$ cat config.mk
export PLATFORM = sky130hd
export DESIGN_NAME = matrix_frame_sched
export DESIGN_NICKNAME = d
export VERILOG_FILES = /design/src/rtl/matrix_frame_sched.sv
export SDC_FILE = /design/constraint.sdc
export NUM_CORES = 1
export LEC_CHECK = 0
export ABC_AREA = 1
export BUFFER_PORTS_ARGS = -buffer_cell sky130_fd_sc_hd__buf_2
export CAP_MARGIN = 10
export CORE_MARGIN = 1
export CORE_UTILIZATION = 53
export DETAILED_ROUTE_END_ITERATION = 16
export HOLD_SLACK_MARGIN = 0.08
export PLACE_DENSITY = 0.87
export SYNTH_ARGS = -nofsm -noshare
export SYNTH_HDL_FRONTEND = slang
export SYNTH_SLANG_ARGS = --single-unit
$ cat constraint.sdc
create_clock -name clk -period 1.5 [get_ports clk]
set_input_delay 0.3 -clock clk [delete_from_list [all_inputs] [get_ports clk]]
set_output_delay 0.3 -clock clk [all_outputs]
set_load 0.03 [all_outputs]
$ cat src/rtl/matrix_frame_sched.sv
// Frame scheduler for the 8x8 serial LED matrix: start/done handshake, latch gap,
// scroll shift and digit rotation, watchdog. Optional MATRIX_FRAME_SCHED_SPEED_EN adds a speed input.
module matrix_frame_sched #(
    parameter int DIGIT_W         = 1,
    parameter int GAP_CYCLES      = 64,
    parameter int TIMEOUT         = 4096,
    parameter int FRAMES_PER_STEP = 1
) (
    input  logic               clk,
    input  logic               reset,
    input  logic               enable,
    input  logic [DIGIT_W-1:0] digit_in,
    input  logic               ser_done,
    input  logic               err_clr,
`ifdef MATRIX_FRAME_SCHED_SPEED_EN
    input  logic [3:0]         speed,
`endif
    output logic               ser_start,
    output logic [2:0]         ser_shift,
    output logic [DIGIT_W-1:0] ser_digit_a,
    output logic [DIGIT_W-1:0] ser_digit_b,
    output logic [7:0]         frame_count,
    output logic               busy,
    output logic               timeout_err,
    output logic [2:0]         dbg_state
);

    // Handshake: ser_start is a one-cycle pulse opening a frame; the serializer answers
    // with a one-cycle ser_done pulse, which is only honoured while waiting for it.
    typedef enum logic [2:0] {
        S_INIT  = 3'd0,
        S_IDLE  = 3'd1,
        S_START = 3'd2,
        S_WAIT  = 3'd3,
        S_GAP   = 3'd4
    } state_t;

    localparam int WD_W = $clog2(TIMEOUT);
`ifdef MATRIX_FRAME_SCHED_SPEED_EN
    localparam int REP_W = 4;
`else
    localparam int REP_W = $clog2(FRAMES_PER_STEP + 1);
`endif

    state_t           state;
    state_t           state_nx;
    logic [WD_W-1:0]  wd_cnt;
    logic [15:0]      gap_cnt;
    logic [REP_W-1:0] rep_cnt;
    logic [REP_W-1:0] rep_last;
    logic             wd_expire;
    logic             gap_last;
    logic             done_ev;
    logic             tmo_ev;
    logic             step_ev;

`ifdef MATRIX_FRAME_SCHED_SPEED_EN
    // Step length is latched when a new scroll position begins.
    logic [3:0] spd_q;

    always_ff @(posedge clk or negedge reset) begin
        if (!reset) begin
            spd_q <= 4'd0;
        end else if (state == S_INIT || (step_ev && rep_cnt == rep_last)) begin
            spd_q <= speed;
        end
    end

    assign rep_last = spd_q;
`else
    assign rep_last = REP_W'(FRAMES_PER_STEP - 1);
`endif

    assign wd_expire = (wd_cnt == WD_W'(TIMEOUT - 1));
    assign gap_last  = (gap_cnt == 16'(GAP_CYCLES - 1));
    assign dbg_state = state;

    always_comb begin
        state_nx = state;
        done_ev  = 1'b0;
        tmo_ev   = 1'b0;
        step_ev  = 1'b0;
        case (state)
            S_INIT:  state_nx = S_IDLE;
            S_IDLE:  if (enable) state_nx = S_START;
            S_START: state_nx = S_WAIT;
            S_WAIT: begin
                if (ser_done) begin
                    done_ev  = 1'b1;
                    state_nx = S_GAP;
                end else if (wd_expire) begin
                    tmo_ev   = 1'b1;
                    state_nx = S_GAP;
                end
            end
            S_GAP: begin
                if (gap_last) begin
                    step_ev  = 1'b1;
                    state_nx = enable ? S_START : S_IDLE;
                end
            end
            default: state_nx = S_IDLE;
        endcase
    end

    always_ff @(posedge clk or negedge reset) begin
        if (!reset) begin
            state       <= S_INIT;
            ser_start   <= 1'b0;
            busy        <= 1'b0;
            wd_cnt      <= '0;
            gap_cnt     <= '0;
            rep_cnt     <= '0;
            ser_shift   <= 3'd0;
            ser_digit_a <= '0;
            ser_digit_b <= '0;
            frame_count <= 8'd0;
            timeout_err <= 1'b0;
        end else begin
            state     <= state_nx;
            ser_start <= (state_nx == S_START);
            busy      <= (state_nx == S_START) || (state_nx == S_WAIT) || (state_nx == S_GAP);

            // Counts START plus WAIT cycles; never exceeds TIMEOUT-1.
            if (state_nx == S_WAIT) wd_cnt <= wd_cnt + 1'b1;
            else                    wd_cnt <= '0;

            if (state == S_GAP && !gap_last) gap_cnt <= gap_cnt + 16'd1;
            else                             gap_cnt <= 16'd0;

            if (done_ev) frame_count <= frame_count + 8'd1;

            if (tmo_ev)       timeout_err <= 1'b1;
            else if (err_clr) timeout_err <= 1'b0;

            if (state == S_INIT) begin
                ser_digit_a <= digit_in;
                ser_digit_b <= digit_in;
            end

            if (step_ev) begin
                if (rep_cnt == rep_last) begin
                    rep_cnt <= '0;
                    if (ser_shift == 3'd7) begin
                        ser_shift   <= 3'd0;
                        ser_digit_a <= ser_digit_b;
                        ser_digit_b <= digit_in;
                    end else begin
                        ser_shift <= ser_shift + 3'd1;
                    end
                end else begin
                    rep_cnt <= rep_cnt + 1'b1;
                end
            end
        end
    end

endmodule

## After elaboration in Yosys (flattened, before gate mapping)

Index checks and enable logic that the tools add are counted.

| operators by class | value |
|---|---|
| muxes and demuxes | 27 |
| eq/ne operators | 10 |
| reduce and logical (&&, ||, !) cells | 7 |
| add/sub/neg operators | 5 |
| bitwise logic cells | 1 |

Operators by type and width:

| cell | number |
|---|---|
| 1-bit two-way mux | 18 |
| 16-bit by 1-bit adder with 16-bit output (second input constant) | 1 |
| 16-bit by 6-bit == test with 1-bit output (second input constant) | 1 |
| 16-bit two-way mux | 1 |
| 3-bit two-way mux | 5 |
| 12-bit by 1-bit adder with 12-bit output (second input constant) | 1 |
| 12-bit == test (second input constant) | 1 |
| 3-bit by 2-bit == test with 1-bit output (second input constant) | 4 |
| 12-bit two-way mux | 1 |
| 3-bit case mux with 4 select lines | 1 |
| 3-bit == test (second input constant) | 3 |
| 8-bit by 1-bit adder with 8-bit output (second input constant) | 1 |
| 3-bit by 1-bit adder with 3-bit output (second input constant) | 1 |
| 3-bit by 1-bit == test with 1-bit output (second input constant) | 1 |
| 3-bit logical NOT | 1 |
| 1-bit logical OR | 2 |
| 2-bit two-way mux | 1 |
| 2-bit AND reduction | 1 |
| 2-bit nonzero test | 1 |
| 1-bit adder (second input constant) | 1 |
| 1-bit logical AND | 1 |
| 1-bit logical NOT | 1 |
| 1-bit NOT | 1 |

| word-level totals | value |
|---|---|
| logic and storage cells | 61 |
| input bits | 6 |
| output and inout port bits | 19 |
| register bits | 48 |

## Depth between registers and ports, before layout

Gate-level depths: netlist of run 1.

| depth | value |
|---|---|
| depth after elaboration | 7 |
| mapped depth | 9 |
| mapped depth without buffers | 8 |

## Least setup slack after synthesis of run 1

OpenSTA, ideal clock, no wires.

| timing path | value |
|---|---|
| path kind | register to register |
| from | register state[0], in the netlist dbg_state[0] |
| to | register wd_cnt[10] |
| path slack | -25 ps |
| setup time | 121 ps |
| period minus slack after synthesis | 1,525 ps |
| data required time | 1,379 ps |
| arrival time | 1,404 ps |
| stages on the path, launching flop included | 10 |
| path buffers | 1 |
| cells stage by stage | dfrtp_1 > inv_1 > nand2_2 > nor2_4 > nor2_1 > a21oi_2 > nand2_2 > nand2_4 > buf_12 > nor2_2 |

| on the way | value |
|---|---|
| longest elaborated chain between the ends | 5 |
| elaborated cells on any way between the ends | 11 |
| those cells by class | eq/ne: 5; mux: 6 |

Ends and longest elaborated chain:

| element | RTL line | source |
|---|---|---|
| from (decl) | 45 | `state_t state;` |
| from (signal assigned) | 120 | `state <= state_nx;` |
| 3-bit two-way mux | 91 | `end else if (wd_expire) begin` |
| 3-bit two-way mux | 88 | `if (ser_done) begin` |
| 3-bit case mux with 4 select lines (*) | 83 | `case (state)` |
| net state_nx[0] | 46 | `state_t state_nx;` |
| 3-bit by 2-bit == test with 1-bit output (*) | 125 | `if (state_nx == S_WAIT) wd_cnt <= wd_cnt + 1'b1;` |
| 12-bit two-way mux (*) | 125 |  |
| to (signal assigned) | 125 |  |
| to (decl) | 47 | `logic [WD_W-1:0] wd_cnt;` |

The timed path passes the listed nets; every way through them passes the cells marked *.
A chain may end at the register's enable or synchronous reset.

## Worst setup path after layout of run 1

| timing path | value |
|---|---|
| from | register wd_cnt[0] |
| to | register wd_cnt[10] |

| on the way | value |
|---|---|
| longest elaborated chain between the ends | 6 |
| elaborated cells on any way between the ends | 7 |
| those cells by class | add/sub: 1; eq/ne: 2; mux: 4 |

Ends and longest elaborated chain:

| element | RTL line | source |
|---|---|---|
| 12-bit == test | 74 | `assign wd_expire = (wd_cnt == WD_W'(TIMEOUT - 1));` |
| 3-bit two-way mux | 91 |  |
| 3-bit two-way mux | 88 |  |
| 3-bit case mux with 4 select lines | 83 |  |
| 3-bit by 2-bit == test with 1-bit output | 125 |  |
| 12-bit two-way mux (*) | 125 |  |

Mark *: on every way between the ends. The rest lies on a longest branch, timed or not.

==> results of run 1 <==
==> worst paths after layout <==
kind,from,to,slack (ns)
max in group asynchronous,reset,wd_cnt[1],0.40
hold reg to reg,ser_shift[2],ser_shift[2],0.52
setup reg to reg,wd_cnt[0],wd_cnt[10],0.02
setup / recovery,wd_cnt[0],wd_cnt[10],0.02
min in group asynchronous,reset,gap_cnt[6],0.49
hold / removal,err_clr,timeout_err,0.24
==> state kept, by name, indices dropped and copies added, names as in the netlist <==
name and cells:
gap_cnt 16, wd_cnt 12, frame_count 8, dbg_state 3
ser_shift 3, busy 1, ser_digit_a 1, ser_digit_b 1
ser_start 1, timeout_err 1
==> critical path: cells and delay by family, from the launching register on <==
family | cells | cell delay (ns)
XOR/XNOR | 1 | 0.16
adder cells (fa/ha/maj) | 1 | 0.18
buffers and inverters | 1 | 0.15
flip-flops | 1 | 0.36
AND/OR/NAND/NOR | 5 | 0.53
==> synthesized netlist by cell type (6+ instances only) <==
cell type and count:
sky130_fd_sc_hd__nor2_2 12, sky130_fd_sc_hd__xor2_1 14, sky130_fd_sc_hd__nor2_1 44, sky130_fd_sc_hd__o21ai_0 6, sky130_fd_sc_hd__nand2_2 6, sky130_fd_sc_hd__nand2_1 54
sky130_fd_sc_hd__nand3_1 18, sky130_fd_sc_hd__xnor2_1 6, sky130_fd_sc_hd__inv_1 27, sky130_fd_sc_hd__nand4_1 6, sky130_fd_sc_hd__nor3_1 9, sky130_fd_sc_hd__dfrtp_1 47
==> stage by stage <==
stage	instances	hold WS, ns
6_report	398	0.238
3_3_place_gp	375	0.281
4_1_cts	386	0.221
2_1_floorplan	287	0.00441
3_5_place_dp	375	0.291
5_1_grt	398	0.234
==> power by group <==
group | internal (mW) | switching, mW
registers | 1.46 | 0.172
clock network | 0.539 | 0.423
logic | 0.582 | 1.23
==> layout by cell type (no fill, tap or decap), types with 7 or more instances in the layout <==
cell type	count
sky130_fd_sc_hd__buf_2	24
sky130_fd_sc_hd__buf_4	26
sky130_fd_sc_hd__dfrtp_1	42
sky130_fd_sc_hd__inv_1	25
sky130_fd_sc_hd__nand2_1	52
sky130_fd_sc_hd__nand3_1	17
sky130_fd_sc_hd__nor2_1	39
sky130_fd_sc_hd__nor2_2	14
sky130_fd_sc_hd__nor2_4	7
sky130_fd_sc_hd__nor3_1	7
sky130_fd_sc_hd__xor2_1	14
==> cell type report <==
class	instances	area (um2)	share of cell area
repair buffers	52	337	0.108
well taps	52	65.1	0.0208
flip-flops and latches	47	1180	0.378
inverters	31	116	0.0372
clock buffers	6	82.6	0.0264
multi-input cells	208	1310	0.418
clock inverters	2	35.0	0.0112
==> layer usage <==
layer  track usage  wire (um)  vias up
met3        0.0462        225       29
met1         0.273       2520     1075
met4         0.120        290        0
met5             0          0        -
met2         0.412       3350       69
li1              -          -     1038
==> repair_timing <==
item                                    4_1_cts  5_1_grt
resized for setup                             7       34
hold buffers                                  1        0
buffers inserted                              1       12
pin swaps                                     4       10
hold endpoints to repair                     19        0
endpoints found under the setup margin       13       28
cloned                                        1        0
==> cells by family (layout without fill, tap and decap cells) <==
logic type      after synthesis  count (layout)
xor+xnor                     20              20
fa+ha+maj                     5               5
simple gates                163             164
flops                        47              47
compound gates               18              18
mux                           1               1
buf+inv                      33              91
==> reports/metrics.cfg, run 1 <==
[clock_tree]
cts.clk_slew.worst_paths_ns = 0.09
cts-root-buf = sky130_fd_sc_hd__clkbuf_8
tritoncts = built
insertion_delay_ns = 0.30
numCtsBuffers = 5
htree_num_levels = 2
cts_sinks = 47
cts_max_path_buffers = 2

[placed_design]
dp.final_hpwl_um = 3840
io_buffers = 24
place_area_um2 = 2730
gp_congestion = 0.922
place_worst_setup_slack_ns = -0.0461

[synthesis]
yosys_warnings = 0
post_synth_instance_area_um2 = 2470
synth_edf_count = 0
synth_top_flop_cell = sky130_fd_sc_hd__dfrtp_1
synth_simple_gate_area_share = 0.319
yosysSeqAreaShare = 0.477
dominant_combinational_cell_family_by_area_after_synthesis = simple AND/OR/NAND/NOR gates
synth_adder_area_share = 0.0254
synthesis.area_per_instance_um2 = 8.59
post_synth_inst_count = 287
yosysTopAreaCellShare = 0.477
yosysTopAreaCell = sky130_fd_sc_hd__dfrtp_1
synthMuxAreaShare = 0.00406
synth_top_cells_by_area = sky130_fd_sc_hd__dfrtp_1 48%, sky130_fd_sc_hd__nand2_1 8.2%, sky130_fd_sc_hd__nor2_1 6.7%, sky130_fd_sc_hd__xor2_1 5.0%, sky130_fd_sc_hd__inv_1 4.1%
synth.net_count = 298
synth.distinct_cells = 30
share_of_the_synthesized_netlist_area_taken_by_xor_and_xnor_gates = 0.0710
synth_seq_cells = 47
async_flop_share = 1.00
synth_compound_area_frac = 0.0457

[global_routing]
grt-ovfl-total = 0
grt_first_pass_wirelength_um = 9000
grt_usage = 0.236
maximum_number_of_pins_on_one_net_before_global_route_repair = 22
grt_antenna_before_repair = 0
first_global_vias = 2069

[power_and_ir_drop]
vdd_ir_drop_max_mv = 1.11
design_power_total_mw = 4.41
p_per_area_nw_per_um2 = 1410
leakagePower_nw = 1.40

[critical_path]
critPathMaxStageDelay_ns = 0.36
crit_fanout = 3
timing.setup.critical_path_class = flip-flop to flip-flop
worst-endpoint-required_ns = 1.69
critical_path.endpoint_type = flip-flop
worst_path_most_repeated_cell = sky130_fd_sc_hd__nand2_1
worst_r2r_path_depth = 8
cpMaxStageDelayCell = sky130_fd_sc_hd__dfrtp_1
worst_setup_path_start_kind = flip-flop
worst-endpoint-arrival_ns = 1.68
timing.critical_path.cells = ha_2, nand2_1, nor2_4, buf_4, nand2_1, nor2_1, xnor2_1, nor2_2

[flow_run]
drv_cap = 0

[route]
drtIter0Drc = 189
postRouteWirelength_um = 6380
post-route-drc-count = 0
vias = 2211
route.antenna.remaining_nets = 0
route.detailed.wl_per_inst_um = 16.0
mean_number_of_vias_per_cell = 5.56
first_pass_drt_iterations = 4

[floorplanning]
design.core.area_um2 = 4410
die-height_um = 70.2
count_of_standard_cell_rows = 24
die-area_um2 = 4930
die_w_um = 70.2
initial_utilization = 0.559
pin_count = 25

[sta]
min_period_over_period = 0.989
final_hold_viol_count = 0
timing.final.crit_period_ns = 1.48
slew_headroom = 0.662
report.final.setup_viol = 0
tightestPinTransition_ns = 0.507
drv_slew = 0
max_freq_mhz = 674
rsz_0062_raised_after_global_routing = true
final_total_negative_setup_slack_ns = 0
post_route_worst_setup_slack_ns = 0.0172
fin_worst_skew_ns = 0.00414

[final_layout]
antenna-diode-count = 0
finalCoreUtilization = 0.708
finalNetCount = 356
design_area_um2 = 3120
layout-drive-gt1-share = 0.329
flow.area_growth_from_synthesis_pct = 26.7
fillerInstances = 312

[min_path]
hp-class = input pin to flip-flop
worstHoldPathCells = 2

[run_status]
outcome = finished clean

(Power assumes the default switching activity.)
==> inputs of run 2 (changes only) <==
--- a/config.mk
+++ b/config.mk
@@ -7,3 +7,2 @@
 export LEC_CHECK = 0
-export ABC_AREA = 1
 export BUFFER_PORTS_ARGS = -buffer_cell sky130_fd_sc_hd__buf_2
@@ -11,6 +10,6 @@
 export CORE_MARGIN = 1
-export CORE_UTILIZATION = 53
+export CORE_UTILIZATION = 52
 export DETAILED_ROUTE_END_ITERATION = 16
 export HOLD_SLACK_MARGIN = 0.08
-export PLACE_DENSITY = 0.87
+export PLACE_DENSITY = 0.86
 export SYNTH_ARGS = -nofsm -noshare
--- a/constraint.sdc
+++ b/constraint.sdc
@@ -3,2 +3,2 @@
 set_output_delay 0.3 -clock clk [all_outputs]
-set_load 0.03 [all_outputs]
+set_load 0.005 [all_outputs]
==> run 2 against run 1 <==
The run now ends with negative setup slack left. Design area is 3.5% higher. Register-to-register slack got worse by 0.46 ns. Clock skew rose by 0.00064 ns. Via count fell by 14%. Worst hold slack got worse by 0.054 ns. Sequential share of layout area is 1.5 points lower. Combinational power is 29% lower. Critical path type unchanged. Largest power group is now sequential cells.
==> reports/metrics.cfg, run 2 <==
[run_status]
outcome = finished, violations left  ; was finished clean
failing_checks = negative setup slack

[clock_tree]
cts.clk_slew.worst_paths_ns = 0.09  ; about the same
cts_max_path_buffers = 2  ; unchanged
insertion_delay_ns = 0.30  ; about the same
numCtsBuffers = 5  ; unchanged
cts_sinks = 47  ; unchanged
htree_num_levels = 2  ; unchanged
tritoncts = built  ; unchanged
cts-root-buf = sky130_fd_sc_hd__clkbuf_8  ; unchanged

[global_routing]
grt_antenna_before_repair = 0  ; unchanged
use_met1 = 0.280  ; was 0.273
grt.met3_usage = 0.0557  ; was 0.0462
grt_busiest_layer = met2  ; unchanged
grt-ovfl-total = 0  ; unchanged
grt_first_pass_wirelength_um = 8360  ; was 9000 um
grt_usage = 0.252  ; was 0.236
first_global_vias = 1858  ; was 2069
globalRouteMet2Util = 0.449  ; was 0.412
maximum_number_of_pins_on_one_net_before_global_route_repair = 48  ; was 22

[route]
route.antenna.remaining_nets = 0  ; unchanged
postRouteWirelength_um = 5540  ; was 6380 um
mean_number_of_vias_per_cell = 5.57  ; was 5.56
drtIter0Drc = 99  ; was 189
first_pass_drt_iterations = 4  ; unchanged
route.detailed.wl_per_inst_um = 16.1  ; was 16.0 um
vias = 1909  ; was 2211
post-route-drc-count = 0  ; unchanged

[synthesis]
async_flop_share = 1.00  ; unchanged
synth_commonest_cells = 47 x sky130_fd_sc_hd__dfrtp_1, 33 x sky130_fd_sc_hd__nor2_1, 17 x sky130_fd_sc_hd__xnor2_1  ; was 54 x sky130_fd_sc_hd__nand2_1, 47 x sky130_fd_sc_hd__dfrtp_1, 44 x sky130_fd_sc_hd__nor2_1
synth_edf_count = 0  ; unchanged
synth_seq_cells = 47  ; unchanged
yosysTopAreaCell = sky130_fd_sc_hd__dfrtp_1  ; unchanged
yosys_warnings = 0  ; unchanged
post_synth_instance_area_um2 = 2240  ; was 2470 um2
synth_top_flop_cell = sky130_fd_sc_hd__dfrtp_1  ; unchanged
yosysTopAreaCellShare = 0.525  ; was 0.477
synth_top_cells_by_area = sky130_fd_sc_hd__dfrtp_1 52%, sky130_fd_sc_hd__xnor2_1 6.6%, sky130_fd_sc_hd__nor2_1 5.5%, sky130_fd_sc_hd__xor2_1 4.7%, sky130_fd_sc_hd__ha_1 2.8%  ; was sky130_fd_sc_hd__dfrtp_1 48%, sky130_fd_sc_hd__nand2_1 8.2%, sky130_fd_sc_hd__nor2_1 6.7%, sky130_fd_sc_hd__xor2_1 5.0%, sky130_fd_sc_hd__inv_1 4.1%
synth.distinct_cells = 40  ; was 30
synth.net_count = 220  ; was 298
synth_most_common_cell = sky130_fd_sc_hd__dfrtp_1  ; was sky130_fd_sc_hd__nand2_1
post_synth_inst_count = 209  ; was 287
synthesis.area_per_instance_um2 = 10.7  ; was 8.59 um2
yosysSeqAreaShare = 0.525  ; was 0.477

[placed_design]
place_worst_setup_slack_ns = -0.451  ; was -0.0461 ns
io_buffers = 24  ; unchanged
gp_congestion = 0.827  ; was 0.922
dp.final_hpwl_um = 3370  ; was 3840 um

[sta]
hold-worst-slack_ns = 0.184  ; was 0.238 ns
timing.final.crit_period_ns = 1.94  ; was 1.48 ns
drv_slew = 0  ; unchanged
fin_worst_skew_ns = 0.00478  ; was 0.00414 ns
min_period_over_period = 1.29  ; was 0.989
post_route_worst_setup_slack_ns = -0.439  ; was 0.0172 ns
slew_headroom = 0.779  ; was 0.662
final_hold_viol_count = 0  ; unchanged
report.final.setup_viol = 38  ; was 0
tightestPinTransition_ns = 0.327  ; was 0.507 ns
rsz_0062_raised_after_global_routing = true  ; unchanged
max_freq_mhz = 516  ; was 674 MHz

[min_path]
hp-class = input pin to flip-flop  ; unchanged

[floorplanning]
die-area_um2 = 4580  ; was 4930 um2
die-height_um = 67.7  ; was 70.2 um
count_of_standard_cell_rows = 23  ; was 24
initial_utilization = 0.553  ; was 0.559
pin_count = 25  ; unchanged
design.core.area_um2 = 4060  ; was 4410 um2
die_w_um = 67.7  ; was 70.2 um

[critical_path]
worst_setup_path_start_kind = flip-flop  ; unchanged
worst-endpoint-required_ns = 1.70  ; was 1.69 ns
critical_path.endpoint_type = flip-flop  ; unchanged
timing.setup.critical_path_class = flip-flop to flip-flop  ; unchanged
crit_fanout = 4  ; was 3
worst-endpoint-arrival_ns = 2.13  ; was 1.68 ns

[final_layout]
finalNetCount = 303  ; was 356
layout-drive-gt1-share = 0.454  ; was 0.329
mostFrequentLayoutCells = 47 x sky130_fd_sc_hd__dfrtp_1, 47 x sky130_fd_sc_hd__buf_4, 24 x sky130_fd_sc_hd__buf_2, 17 x sky130_fd_sc_hd__xnor2_1, 16 x sky130_fd_sc_hd__nor2_2  ; was 52 x sky130_fd_sc_hd__nand2_1, 42 x sky130_fd_sc_hd__dfrtp_1, 39 x sky130_fd_sc_hd__nor2_1, 26 x sky130_fd_sc_hd__buf_4, 25 x sky130_fd_sc_hd__inv_1
reg.largest.list = gap_cnt x16, wd_cnt x12, frame_count x8  ; unchanged
antenna-diode-count = 0  ; unchanged
flow.area_growth_from_synthesis_pct = 44.2  ; was 26.7%
largest-register = gap_cnt  ; unchanged
largest_register_ff_count = 16  ; unchanged

[power_and_ir_drop]
p_per_area_nw_per_um2 = 1230  ; was 1410 nW/um2
leakagePower_nw = 1.45  ; was 1.40 nW
vdd_ir_drop_max_mv = 0.958  ; was 1.11 mV

[flow_run]
drv_cap = 0  ; unchanged

[run 2: cell types whose count changed after synthesis, moves of 5 or more]
cell and change:
sky130_fd_sc_hd__xnor2_1 +11, sky130_fd_sc_hd__nand2_2 -6, sky130_fd_sc_hd__mux2_1 +5, sky130_fd_sc_hd__nand3_1 -7
sky130_fd_sc_hd__inv_1 -24, sky130_fd_sc_hd__nor2_2 -12, sky130_fd_sc_hd__nand2_1 -44, sky130_fd_sc_hd__nor2_1 -11
[run 2: area by class of cell]
| type | count | area [um2] |
|---|---|---|
| Sequential cell | 47 | 1180 |
| Fill cell | 247 | 825 |
| Tap cell | 50 | 62.6 |
| Inverter | 3 | 11.3 |
| Clock inverter | 3 | 67.6 |
| Timing Repair Buffer | 81 | 624 |
| Clock buffer | 5 | 68.8 |
| Multi-Input combinational cell | 154 | 1220 |
[run 2: report_power, final]
part           total (mW)  internal [mW]  leakage (nW)  switching, mW
clock                1.11          0.665        0.0644          0.443
sequential           1.59           1.43         0.637          0.157
combinational        1.28          0.689         0.751          0.595
[run 2: final timing paths]
path	startpoint	to	slack (ns)	cells after the start
max	gap_cnt[10]	ser_digit_b	-0.44	5
max in group asynchronous	reset	wd_cnt[3]	0.78	3
min	err_clr	timeout_err	0.18	2
min reg2reg	frame_count[7]	frame_count[7]	0.47	1
max reg2reg	gap_cnt[10]	ser_digit_b	-0.44	5
min in group asynchronous	reset	gap_cnt[15]	0.49	3
[run 2: metal layers]
metal | part of all wire | up-vias
li1 | - | 899
met5 | 0 | -
met1 | 0.39 | 935
met3 | 0.035 | 24
met4 | 0.053 | 0
met2 | 0.53 | 51
[run 2: repair_timing]
item	4_1_cts	5_1_grt
endpoints found under the hold margin	47	0
pin swaps	18	4
cloned	2	0
gates resized for setup	30	23
buffers inserted	5	5
endpoints found under the setup margin	38	43
hold buffers	1	0
[run 2: critical path, stage by stage (launching register included)]
cell and delay (ns):
sky130_fd_sc_hd__dfrtp_1 0.40, sky130_fd_sc_hd__or4_4 0.55, sky130_fd_sc_hd__nor4_4 0.30, sky130_fd_sc_hd__buf_4 0.19, sky130_fd_sc_hd__a31oi_4 0.09, sky130_fd_sc_hd__mux2_4 0.30
[run 2: logic make-up after synthesis]
kind of cell | synth area share
AOI/OAI and AO/OA | 0.0407
xor gates and xnor gates | 0.113
adders and majority gates | 0.0279
buffers and inverters | 0.0190
DFF | 0.525
muxes | 0.0352
and+or+nand+nor | 0.239
[run 2: stage by stage]
step / cell area [um2] / total power [mW] / utilization / TNS [ns] / cells
finish: 3230 / 3.98 / 0.797 / -11.40 / 343
global route: 3230 / 4.17 / 0.797 / -13.66 / 343
CTS: 3120 / 3.90 / 0.768 / -10.10 / 340
detailed placement: 2800 / 2.58 / 0.691 / -9.12 / 324
global placement: 2800 / 2.52 / 0.691 / -7.54 / 324
floorplan: 2290 / 2.09 / - / -7.69 / 209
